### src/rtl/uart_tx_mmio.sv
// rtl/uart_tx_mmio.sv - memory-mapped UART transmitter with TX FIFO on the CPU data bus
// Optional even parity bit per frame when UART_TX_PARITY_EN is defined.
module uart_tx_mmio #(
    parameter logic [31:0] BASE_ADDR   = 32'h1000_0000,
    parameter int          FIFO_DEPTH  = 8,
    parameter logic [15:0] DEFAULT_DIV = 16'd868
) (
    input  logic        clk,
    input  logic        rst,
    input  logic        ce,
    input  logic        we,
    input  logic [31:0] addr,
    input  logic [3:0]  sel,
    input  logic [31:0] data_i,
    output logic [31:0] data_o,
    output logic        tx,
    output logic        hit
);
    localparam int AW = $clog2(FIFO_DEPTH);
    localparam logic [AW:0] PTR_ONE = {{AW{1'b0}}, 1'b1};

    localparam logic [2:0] S_IDLE   = 3'd0;
    localparam logic [2:0] S_START  = 3'd1;
    localparam logic [2:0] S_DATA   = 3'd2;
    localparam logic [2:0] S_STOP   = 3'd4;
`ifdef UART_TX_PARITY_EN
    localparam logic [2:0] S_PARITY = 3'd3;
    localparam logic       PARITY_EN = 1'b1;
`else
    localparam logic       PARITY_EN = 1'b0;
`endif

    logic [7:0]  mem [FIFO_DEPTH];
    logic [AW:0] wr_ptr, rd_ptr;
    logic        empty, full, pop, push_req, push, wr_en;
    logic [2:0]  state;
    logic [15:0] clk_cnt, div_l, div;
    logic [2:0]  bit_idx;
    logic [7:0]  shifter;
    logic        overrun, busy, bit_end;
`ifdef UART_TX_PARITY_EN
    logic        par;
`endif
    logic        unused_bits;

    assign unused_bits = ^{addr[1:0], data_i[31:16]};

    assign hit      = ce && (addr[31:4] == BASE_ADDR[31:4]);
    assign wr_en    = hit && we && (sel != 4'b0000);
    assign empty    = (wr_ptr == rd_ptr);
    assign full     = (wr_ptr[AW] != rd_ptr[AW]) && (wr_ptr[AW-1:0] == rd_ptr[AW-1:0]);
    assign pop      = (state == S_IDLE) && !empty;
    assign push_req = wr_en && (addr[3:2] == 2'd0);
    // A pop in the same cycle frees the slot, so a write to a full FIFO still lands.
    assign push     = push_req && (!full || pop);
    assign busy     = (state != S_IDLE);
    assign bit_end  = (clk_cnt == div_l - 16'd1);

    always_ff @(posedge clk) begin
        if (push) begin
            mem[wr_ptr[AW-1:0]] <= data_i[7:0];
        end
    end

    always_ff @(posedge clk) begin
        if (rst) begin
            wr_ptr  <= '0;
            rd_ptr  <= '0;
            overrun <= 1'b0;
            div     <= DEFAULT_DIV;
        end else begin
            if (push) begin
                wr_ptr <= wr_ptr + PTR_ONE;
            end
            if (pop) begin
                rd_ptr <= rd_ptr + PTR_ONE;
            end
            if (push_req && full && !pop) begin
                overrun <= 1'b1;
            end else if (wr_en && (addr[3:2] == 2'd1) && data_i[3]) begin
                overrun <= 1'b0;
            end
            if (wr_en && (addr[3:2] == 2'd2) && (sel == 4'b1111)) begin
                div <= (data_i[15:0] < 16'd2) ? 16'd2 : data_i[15:0];
            end
        end
    end

    always_ff @(posedge clk) begin
        if (rst) begin
            state   <= S_IDLE;
            clk_cnt <= '0;
            bit_idx <= '0;
            shifter <= '0;
            div_l   <= DEFAULT_DIV;
`ifdef UART_TX_PARITY_EN
            par     <= 1'b0;
`endif
        end else begin
            if (state != S_IDLE) begin
                clk_cnt <= bit_end ? 16'd0 : clk_cnt + 16'd1;
            end
            case (state)
                S_IDLE: begin
                    if (pop) begin
                        shifter <= mem[rd_ptr[AW-1:0]];
`ifdef UART_TX_PARITY_EN
                        par     <= ^mem[rd_ptr[AW-1:0]];
`endif
                        div_l   <= div;
                        clk_cnt <= 16'd0;
                        state   <= S_START;
                    end
                end
                S_START: begin
                    if (bit_end) begin
                        bit_idx <= 3'd0;
                        state   <= S_DATA;
                    end
                end
                S_DATA: begin
                    if (bit_end) begin
                        shifter <= {1'b0, shifter[7:1]};
                        bit_idx <= bit_idx + 3'd1;
                        if (bit_idx == 3'd7) begin
`ifdef UART_TX_PARITY_EN
                            state <= S_PARITY;
`else
                            state <= S_STOP;
`endif
                        end
                    end
                end
`ifdef UART_TX_PARITY_EN
                S_PARITY: begin
                    if (bit_end) begin
                        state <= S_STOP;
                    end
                end
`endif
                S_STOP: begin
                    if (bit_end) begin
                        state <= S_IDLE;
                    end
                end
                default: state <= S_IDLE;
            endcase
        end
    end

    always_comb begin
        tx = 1'b1;
        case (state)
            S_START: tx = 1'b0;
            S_DATA:  tx = shifter[0];
`ifdef UART_TX_PARITY_EN
            S_PARITY: tx = par;
`endif
            default: tx = 1'b1;
        endcase
    end

    always_comb begin
        data_o = 32'h0;
        if (hit && !we) begin
            case (addr[3:2])
                2'd1:    data_o = {26'b0, PARITY_EN, 1'b0, overrun, busy, full, empty};
                2'd2:    data_o = {16'b0, div};
                default: data_o = 32'h0;
            endcase
        end
    end
endmodule

### config.mk
export PLATFORM = sky130hd
export DESIGN_NAME = uart_tx_mmio
export DESIGN_NICKNAME = d
export VERILOG_FILES = /design/src/rtl/uart_tx_mmio.sv
export SDC_FILE = /design/constraint.sdc
export NUM_CORES = 1
export LEC_CHECK = 0
export CAP_MARGIN = 10
export CORE_ASPECT_RATIO = 0.75
export CORE_MARGIN = 1.5
export CORE_UTILIZATION = 30
export DETAILED_ROUTE_END_ITERATION = 8
export PLACE_DENSITY_LB_ADDON = 0.1
export REMOVE_ABC_BUFFERS = 1
export SYNTH_ARGS = -nofsm -noshare
export SYNTH_HDL_FRONTEND = slang
export SYNTH_SLANG_ARGS = --single-unit
### constraint.sdc
create_clock -name clk -period 4.1 [get_ports clk]
set_input_delay 1.025 -clock clk [delete_from_list [all_inputs] [get_ports clk]]
set_output_delay 1.025 -clock clk [all_outputs]
set_load 0.05 [all_outputs]
# After elaboration in Yosys (flattened, before gate mapping)
# Memory sizes are Yosys's and may differ from the RTL's. A register that Yosys moved wholly into a read port is not among the register bits.
# Index checks and enable logic that the tools add are counted.
# W data, S select, Z words.
# classes
n_lt_le_gt_ge	1
n_addsub	5
n_mux	25
eq_ne	17
reduce_logical	30
# op_table
op	count
$mux W16	6
$pmux W16 S2	1
$eq A28 B25 Y1 const B	1
$mux W3	8
$add A16 B1 Y16 const B	1
$eq A16 B16 Y1	1
$lt A16 B2 Y1 const B	1
$mux W8	2
$pmux W8 S2	1
$sub A16 B1 Y16 const B	1
$logic_and A1 B1 Y1	14
$pmux W3 S4	1
$ne A2 B2 Y1 const B	5
$add A4 B1 Y4 const B	2
$eq A3 B3 Y1 const B	2
$pmux W3 S2	1
$reduce_and A3 Y1	2
$reduce_bool A2 Y1	3
$reduce_and A5 Y1	1
$eq A4 B4 Y1	1
$eq A4 B4 Y1 const B	1
$logic_not A1 Y1	4
$mux W1	4
$reduce_bool A4 Y1	1
other kinds (13)	13
# word_totals
inputBits	72
mem_count	1
mem_bits_rw	64
output_inout_bits	34
elab_cells	88
ff_bits	71
# mem_list
memory	words	word_bits	rd	rd_clocked_by_memory_dff	wr	line_no	source
mem	8	8	1	1	1	33	logic [7:0] mem [FIFO_DEPTH];

# Depth between registers and ports, before layout
# logic_depth
word_depth	8
mapped_depth	10

# Worst setup path before layout
# No wires, ideal clock.
# synth_timing
kind	in2out
from	input port addr[20]
to	output port data_o[0]
stages	5
slack_ns	-0.067
path_buffers	0
t_arrival_ns	3.142
path_cell_list	nor4b_1 > nand4_1 > nor2_1 > nand3b_1 > nor2_1
# synth_between
elab_chain_cells	4
# synth_rtl
item	line_no	source
start: declaration	12	input logic [31:0] addr,
$eq A28 B25 Y1	48	assign hit = ce && (addr[31:4] == BASE_ADDR[31:4]);
$logic_and A1 B1 Y1	48	
via hit	17	output logic hit
$logic_and A1 B1 Y1	165	if (hit && !we) begin
$mux W16	165	
end: declaration	15	output logic [31:0] data_o,
# The timed path passes the listed nets, and every way through them passes these cells.

# Worst setup path in the final report
# layout_timing
from	input port addr[8]
to	output port data_o[4]
# layout_between
elab_chain_cells	4
# layout_rtl
item	line_no
$eq A28 B25 Y1	48
$logic_and A1 B1 Y1	48
$logic_and A1 B1 Y1	165
$mux W16	165
# Every way passes these cells.

==> results.yml <==
detailed_routing:
  post-route-drc-count: 0
  routed_wirelength_um: 15800
  first_iter_violations: 400
  ant_nets: 0
  wl_per_cell_um: 16.0
  vias: 4771
  first_pass_iters: 5
  avgViaCountPerCell: 4.83
timing:
  finalCritPeriodShare: 0.944
  fin_skew_ns: 0.00547
  hold_violations: 0
  tns_ns: 0
  tightest_slew_ns: 0.896
  finalCriticalPeriod_ns: 3.87
  slew_violations: 0
  rsz0062_at_grt: "false"
  max_slew_margin: 0.402
  clock.fmax_mhz: 258
  setup-violations-final: 0
yosys:
  synth-warning-count: 0
  synthArstFlopShare: 0
  synthTopCellsByArea: "edfxtp_1 (29%), dfxtp_1 (22%), mux4_2 (5.4%)"
  synth_top_family_by_area: "simple AND/OR/NAND/NOR gates"
  synth_cell_types: 67
  synthCells: 611
  yosysTopAreaCell: "edfxtp_1"
  synthXorXnorAreaFrac: 0.0515
  synth-edff-count: 64
  synth_top_area_frac: 0.290
  yosys-top-cells-count: "dfxtp_1 (74), nor2_1 (71), edfxtp_1 (64)"
  synthAdderAreaFrac: 0.0170
  yosysMostFrequentCell: "dfxtp_1"
  ys_ff_latch: 138
  synth_compound_area_frac: 0.0766
  netlist_area_um2: 6640
  synthSimpleGateAreaFrac: 0.192
  synth.avg_cell_area_um2: 10.9
  synth_flop_cell: "dfxtp_1"
  synthMuxAreaShare: 0.0992
  ys_seq_area_frac: 0.513
placement:
  placed_cells: 955
  port-buffer-count: 71
  dpl-instance-area_um2: 7810
  post-dp-hpwl_um: 11300
  globalplace.congestion: 0.812
worst_setup_path:
  crit_arrival_ns: 2.84
  crit_path_start_kind: "input pin"
  crit_path_end_kind: "primary output"
  cp_data_required_time_ns: 3.07
  crit_type: "in -> out"
  worstPathMaxFanout: 12
floorplan:
  core_area_um2: 21400
  rows: 46
  dieHeight_um: 132
  die_x_um: 175
  die_area_um2: 23000
  io_pins: 106
  initial_core_util: 0.310
pwr:
  leakagePower_nw: 2.98
  internal_power_w: 0.00276
  comb_power_share: 0.192
  seq_power_share: 0.413
  vdd_drop_max_v: 0.000245
  switching_share: 0.283
  p_switching_w: 0.00109
  p_per_area_nw_per_um2: 458
  clockPowerShare: 0.395
clock_network:
  clock_latency_ns: 0.42
  cts.sinks: 138
  numCtsBuffers: 17
  cts_root_buf: "clkbuf_16"
  holdBufCountCts: 0
  cts_setup_buffers: 0
  clk_pin_slew_worst_paths_ns: 0.06
  cts.repair.resized: 0
  cts_tree: "done"
  clk_path_buf_depth: 2
  htreeDepth: 4
finish:
  design_area_um2: 8400
  final_nets: 767
  n_antenna_cell: 0
  synthToLayoutAreaGrowth_pct: 26.6
  drive_gt1_frac: 0.166
  final_cells: 987
  fill_cells: 2053
global_route:
  antenna_found_initial: 0
  grt_max_degree: 38
  grt.overflow.total: 0
  grt_pass1_wl_um: 25500
  grt_usage: 0.142
  grt_pass1_vias: 4782
worst_hold_path:
  hp-class: "reg -> reg"
run_status:
  status: "complete, no violations"
flow_run:
  cap_violations: 0
flip-flops by register name (all words and copies together), names as in the netlist, named ones only:
signal / count
clk_cnt: 16
mem: 64
rd_ptr: 4
div: 16
bit_idx: 3
state: 3
div_l: 16
wr_ptr: 4
shifter: 8
overrun: 1
layout by cell type (no fill, tap or decap), types with 7 or more instances in the layout:
master / netlist / layout
buf_12: 0 / 17
xor2_1: 26 / 26
xnor2_1: 13 / 13
a22oi_1: 11 / 11
ha_1: 9 / 9
and2_1: 14 / 14
edfxtp_1: 64 / 64
dfxtp_1: 74 / 74
nand3_1: 17 / 17
mux2_4: 7 / 7
nor2_1: 71 / 71
clkbuf_16: 0 / 17
clkdlybuf4s50_1: 0 / 53
nand2_1: 54 / 54
nor3_1: 14 / 14
nor4_1: 12 / 12
conb_1: 1 / 16
nor2b_1: 8 / 8
mux4_2: 16 / 16
nand4_1: 14 / 14
nand2b_1: 8 / 8
buf_4: 18 / 24
inv_1: 8 / 8
a21oi_1: 31 / 31
mux2i_1: 17 / 17
power by group through the flow:
stage	combinational [W]	sequential [W]	clock, W
floorplan	0.000483	0.00162	0
global placement	0.000743	0.00162	0
detailed placement	0.000753	0.00162	0
CTS	0.000756	0.00159	0.00155
global route	0.000815	0.00160	0.00161
finish	0.000740	0.00159	0.00152
cell families after synthesis:
family,Yosys count
mux,42
buf+inv,62
simple gates,247
fa+ha+maj,9
other cells,1
compound gates,73
flops,138
xor+xnor,39
area by class of cell:
type | count | area [um2] | area share
clock inverter | 13 | 143 | 0.0170
sequential | 138 | 3400 | 0.405
timing repair buffer | 95 | 1060 | 0.126
tap | 288 | 360 | 0.0429
multi-input combinational | 426 | 2960 | 0.353
inverter | 8 | 30.0 | 0.00358
clock buffer | 19 | 443 | 0.0527
path summary, 6_finish.rpt:
check | from | slack [ns] | depth (start not counted) | endpoint
worst max-delay path | addr[8] | 0.23 | 7 | data_o[4]
worst min-delay path | overrun | 0.46 | 2 | overrun
worst max register to register | div_l[0] | 0.95 | 9 | shifter[3]
worst min register to register | overrun | 0.46 | 2 | overrun
metal layers:
layer,up-vias,GRT usage,wire length (um)
li1,2335,-,-
met1,2285,0.202,8000
met2,138,0.211,6760
met3,13,0.0409,902
met4,0,0.0389,161
met5,-,0,0
metrics by stage:
stage | util | power, W | hold WS (ns) | setup slack, ns
after floorplan | - | 0.00210 | 0.425 | -0.0666
after global placement | 0.365 | 0.00236 | 0.443 | 0.191
after detailed placement | 0.365 | 0.00237 | 0.457 | 0.188
after CTS | 0.392 | 0.00389 | 0.465 | 0.181
after global routing | 0.392 | 0.00402 | 0.490 | 0.0631
final | 0.392 | 0.00385 | 0.462 | 0.231
worst max-delay path: stages:
cell	delay (ns)
clkdlybuf4s50_1	0.40
nor4_1	0.30
nand4_1	0.21
nor4b_2	0.29
buf_4	0.23
and2_1	0.23
buf_12	0.16
(Power assumes the default switching activity.)
